`src/rtl/p1_shift_pkg.sv`:
```
// p1_shift_pkg: shared FSM state type and mode constants for the P1 shifter family
package p1_shift_pkg;
  typedef enum logic [1:0] {IDLE, SHIFT, DONE} state_t;
  localparam logic MODE_LOGICAL = 1'b0;
  localparam logic MODE_ARITH   = 1'b1;
endpackage

```
`src/rtl/p1_enc_norm_detect.sv`:
```
// p1_enc_norm_detect: zero/normalized detection of the working word (arith path only with P1_ENC_ARITH_EN)
module p1_enc_norm_detect
  import p1_shift_pkg::*;
#(
  parameter int WIDTH = 5
) (
  input  logic [WIDTH-1:0] data,
  input  logic             mode,
  output logic             is_zero,
  output logic             is_norm
);
  assign is_zero = ~|data;
`ifdef P1_ENC_ARITH_EN
  // logical wants a leading one, arithmetic wants sign and next bit to differ
  always_comb is_norm = (mode == MODE_ARITH) ? (data[WIDTH-1] ^ data[WIDTH-2]) : data[WIDTH-1];
`else
  logic w_unused_mode;
  assign w_unused_mode = mode;
  // only the logical leading-one test exists in this build
  always_comb is_norm = data[WIDTH-1];
`endif
endmodule

```
`src/rtl/p1_enc_norm_shift.sv`:
```
// p1_enc_norm_shift: sequential normalizing shifter with shift-count encoder; arithmetic mode gated by P1_ENC_ARITH_EN
module p1_enc_norm_shift
  import p1_shift_pkg::*;
#(
  parameter int WIDTH = 5,
  parameter int CNT_W = 3
) (
  input  logic             clk,
  input  logic             rst,
  input  logic             start,
  input  logic [WIDTH-1:0] din,
  input  logic             mode,
  output logic             busy,
  output logic             done,
  output logic [WIDTH-1:0] dout,
  output logic [CNT_W-1:0] shamt,
  output logic             zero
);
  state_t           r_state, w_next;
  logic [WIDTH-1:0] r_work;
  logic [CNT_W-1:0] r_cnt;
  logic             w_mode, w_is_zero, w_is_norm, w_accept, w_zero_hit, w_cap, w_fin;
`ifdef P1_ENC_ARITH_EN
  logic r_mode;
  // mode is latched with the accepted operand
  always_ff @(posedge clk)
    if (rst) r_mode <= MODE_LOGICAL;
    else if (w_accept) r_mode <= mode;
  assign w_mode = r_mode;
`else
  logic w_unused_mode;
  assign w_unused_mode = mode;
  assign w_mode = MODE_LOGICAL;
`endif
  p1_enc_norm_detect #(.WIDTH(WIDTH)) u_detect (
    .data    (r_work),
    .mode    (w_mode),
    .is_zero (w_is_zero),
    .is_norm (w_is_norm)
  );
  assign w_accept   = start && (r_state == IDLE || r_state == DONE);
  assign w_zero_hit = w_is_zero && (r_cnt == '0);
  assign w_cap      = r_cnt == CNT_W'(WIDTH - 1);
  assign w_fin      = (r_state == SHIFT) && (w_zero_hit || w_is_norm || w_cap);
  // state register
  always_ff @(posedge clk)
    if (rst) r_state <= IDLE;
    else r_state <= w_next;
  // next state: accept wins in IDLE/DONE, SHIFT runs until a finish condition
  always_comb
    w_next = w_accept ? SHIFT : (r_state == SHIFT) ? (w_fin ? DONE : SHIFT) : IDLE;
  // status outputs decoded from the state register only
  always_comb begin
    busy = r_state == SHIFT;
    done = r_state == DONE;
  end
  // working register, counter and result registers; results persist until next completion
  always_ff @(posedge clk)
    if (rst) begin
      r_work <= '0;
      r_cnt  <= '0;
      dout   <= '0;
      shamt  <= '0;
      zero   <= 1'b0;
    end else begin
      if (w_accept) begin
        r_work <= din;
        r_cnt  <= '0;
      end else if (r_state == SHIFT && !w_fin) begin
        r_work <= r_work << 1;
        r_cnt  <= r_cnt + 1'b1;
      end
      if (w_fin) begin
        dout  <= w_zero_hit ? '0 : r_work;
        shamt <= w_zero_hit ? CNT_W'(WIDTH) : r_cnt;
        zero  <= w_zero_hit;
      end
    end
endmodule

```
`config.mk`:
```
export PLATFORM = sky130hd
export DESIGN_NAME = p1_enc_norm_shift
export DESIGN_NICKNAME = d
export VERILOG_FILES = /design/src/rtl/p1_shift_pkg.sv /design/src/rtl/p1_enc_norm_detect.sv /design/src/rtl/p1_enc_norm_shift.sv
export SDC_FILE = /design/constraint.sdc
export NUM_CORES = 1
export LEC_CHECK = 0
export CORE_MARGIN = 1
export CORE_UTILIZATION = 37
export CTS_BUF_LIST = sky130_fd_sc_hd__clkbuf_4
export DETAILED_ROUTE_END_ITERATION = 16
export PLACE_DENSITY_LB_ADDON = 0.1
export SLEW_MARGIN = 20
export SYNTH_ARGS = -nofsm -noshare
export SYNTH_HDL_FRONTEND = slang
export SYNTH_SLANG_ARGS = --single-unit
```
`constraint.sdc`:
```
create_clock -name clk -period 2.3 [get_ports clk]
set_clock_uncertainty 0.05 [all_clocks]
set_input_delay 0.46 -clock clk [delete_from_list [all_inputs] [get_ports clk]]
set_output_delay 0.46 -clock clk [all_outputs]
set_load 0.01 [all_outputs]
```
==> results.sh <==
export IMPL_area_delta_synth_final_pct=24.0
export IMPL_async_reset_ff_frac=0
export IMPL_vdd_drop_max_uv=323
export IMPL_slew_violations=0
export IMPL_portBuffers=18
export IMPL_synth_commonest_cells="19 x dfxtp_1, 11 x nand2_1, 8 x nand3_1"
export IMPL_tritoncts="built"
export IMPL_drt_wl_total_um=2220
export IMPL_hold_depth=2
export IMPL_synth_area_um2=992
export IMPL_r2r_cells=5
export IMPL_start_util=0.397
export IMPL_synth_warnings=0
export IMPL_wl_per_cell_um=13.6
export IMPL_max_freq_ghz=0.489
export IMPL_synth_top_area_frac=0.383
export IMPL_postCtsSetupRepairBufs=0
export IMPL_vias_per_cell=5.64
export IMPL_cts_made_buffers=3
export IMPL_grt_usage=0.176
export IMPL_first_global_vias=789
export IMPL_root_buffer="clkbuf_4"
export IMPL_place_inst=159
export IMPL_yosysSeqAreaShare=0.383
export IMPL_clkTransAtPathRegs_ns=0.11
export IMPL_max_cap_viol_count=0
export IMPL_drtPass1Iterations=4
export IMPL_r2r_end="r_cnt[0]$_SDFFE_PP0P_"
export IMPL_fin_cells=163
export IMPL_vias=919
export IMPL_final_hold_viol_count=0
export IMPL_worstHoldStart="zero$_SDFFE_PP0P_"
export IMPL_final_nets=145
export IMPL_criticalPathCategory="flop to output pin"
export IMPL_die_w_um=53.8
export IMPL_synthCells=114
export IMPL_finalSetupViolCount=0
export IMPL_slew_headroom=0.622
export IMPL_synth_area_leaders="dfxtp_1 38%, o211ai_1 4.5%, nor2b_1 4.4%"
export IMPL_worst_setup_path_start_kind="flop"
export IMPL_die_area_um2=2890
export IMPL_synth_top_cell_by_area="dfxtp_1"
export IMPL_antenna_found_initial=0
export IMPL_power_density_nw_per_um2=578
export IMPL_insertion_delay_ns=0.29
export IMPL_core_area_um2=2500
export IMPL_dp_hpwl_um=1580
export IMPL_hold_buffers=0
export IMPL_clockBufferDepth=2
export IMPL_yosys_cell_types_count=35
export IMPL_ys_seq_elements=19
export IMPL_synth_flop_cell="dfxtp_1"
export IMPL_hold_slack_ns=0.431
export IMPL_fin_crit_ns=2.05
export IMPL_rsz0062_at_grt="false"
export IMPL_drive_above_1_share=0.105
export IMPL_synth_edf_count=0
export IMPL_drc_errors=0
export IMPL_critPathCaptureType="output pin"
export IMPL_core_rowCount=18
export IMPL_setup_tns_final_ns=0
export IMPL_grt_first_pass_wirelength_um=3660
export IMPL_overflow=0
export IMPL_pin_count=20
export IMPL_yosysMostFrequentCell="dfxtp_1"
export IMPL_holdPathEnd="zero$_SDFFE_PP0P_"
export IMPL_cts_sinks=19
export IMPL_required_ns=1.79
export IMPL_critPathArrivalTime_ns=1.54
export IMPL_reg2reg_slack_ns=0.36
export IMPL_syn_avg_cell_area_um2=8.70
export IMPL_synth_fp_nets=125
export IMPL_worst_slew_pin_slew_ns=0.564
export IMPL_postRouteAntennaNets=0
export IMPL_worstReg2RegStart="r_cnt[0]$_SDFFE_PP0P_"
export IMPL_cts_resized=0
export IMPL_routabilityCongestion=0.780
export IMPL_outcome="finished, final reports clean"
export IMPL_antenna_cells=0
export IMPL_hp_class="flop to flop"
export IMPL_critPathMaxFanout=10
export IMPL_fp_dieH_um=53.8
export IMPL_drt_iter0_drc=23
export IMPL_fin_crit_sh=0.890
export IMPL_p_leak_uw=0.000424
export IMPL_htreeDepth=1
export IMPL_grt_max_degree=20
## power by group
group | internal (µW) | total, µW | switching (µW) | leakage, µW
clock | 64.6 | 170 | 105 | 0.0000177
combinational | 77.3 | 172 | 94.6 | 0.000251
sequential | 348 | 370 | 21.1 | 0.000155
## worst max-delay path, cell delays in order (launching register included)
cell             delay (ns)
dfxtp_1                0.41
nand2b_1               0.10
inv_2                  0.17
clkdlybuf4s50_1        0.56
## area by class of cell
cell class	instances	area (µm²)
clock buffer	3	22.5
clock inverter	1	5.00
fill	254	1270
inverter	4	15.0
multi-input combinational	84	559
sequential	19	380
tap	30	37.5
timing repair buffer	22	210
## worst max-delay path by stage
| stage | from | endpoint | slack, ns |
|---|---|---|---|
| detailed placement | r_cnt[0]$_SDFFE_PP0P_ | r_cnt[1]$_SDFFE_PP0P_ | 0.39 |
| CTS | r_state[0]$_SDFF_PP0_ | busy | 0.25 |
| floorplan | r_cnt[0]$_SDFFE_PP0P_ | r_cnt[2]$_SDFFE_PP0P_ | 0.68 |
| finish | r_state[0]$_SDFF_PP0_ | busy | 0.25 |
| global placement | r_cnt[0]$_SDFFE_PP0P_ | r_cnt[1]$_SDFFE_PP0P_ | 0.39 |
| global route | r_state[0]$_SDFF_PP0_ | busy | 0.14 |
## cells in the final DEF, fill, tap and decap left out, drive strengths merged, types with 2 or more instances in the layout
| cell | count |
|---|---|
| clkdlybuf4s50 | 18 |
| a311oi | 2 |
| mux2i | 2 |
| o211ai | 6 |
| inv | 4 |
| nand3 | 8 |
| ha | 2 |
| a31oi | 2 |
| a21oi | 5 |
| a211oi | 5 |
| dfxtp | 19 |
| nand2 | 11 |
| nor2 | 5 |
| buf | 4 |
| nor3 | 4 |
| nor2b | 7 |
| o311ai | 5 |
| clkbuf | 3 |
| o21ai | 7 |
| nand2b | 3 |
## registers in the layout, indices dropped and copies added, names as in the netlist
signal   cells
r_work       5
r_state      2
r_cnt        3
dout         5
zero         1
shamt        3
## per-layer routing
metal / track usage / wire length [µm] / up-vias
met5: 0 / 0 / -
met1: 0.251 / 1140 / 423
li1: - / - / 468
met2: 0.270 / 965 / 26
met4: 0.0526 / 15 / 0
met3: 0.0254 / 104 / 2
## through the flow
step	utilization	setup WS (ns)	cell area, µm²	power (µW)
6_report	0.492	0.254	1230	711
5_1_grt	0.492	0.145	1230	752
4_1_cts	0.492	0.249	1230	720
3_5_place_dp	0.481	0.392	1200	548
3_3_place_gp	0.481	0.392	1200	546
2_1_floorplan	-	0.676	992	488
## kinds of logic (layout without fill, tap and decap cells)
logic type,after synthesis,count (layout),share of synthesized area
buf+inv,11,30,0.0530
fa+ha+maj,2,2,0.0252
mux,2,2,0.0202
simple gates,43,43,0.247
flops,19,19,0.383
compound gates,37,37,0.271
No activity file was read; power rests on OpenSTA's default activity.
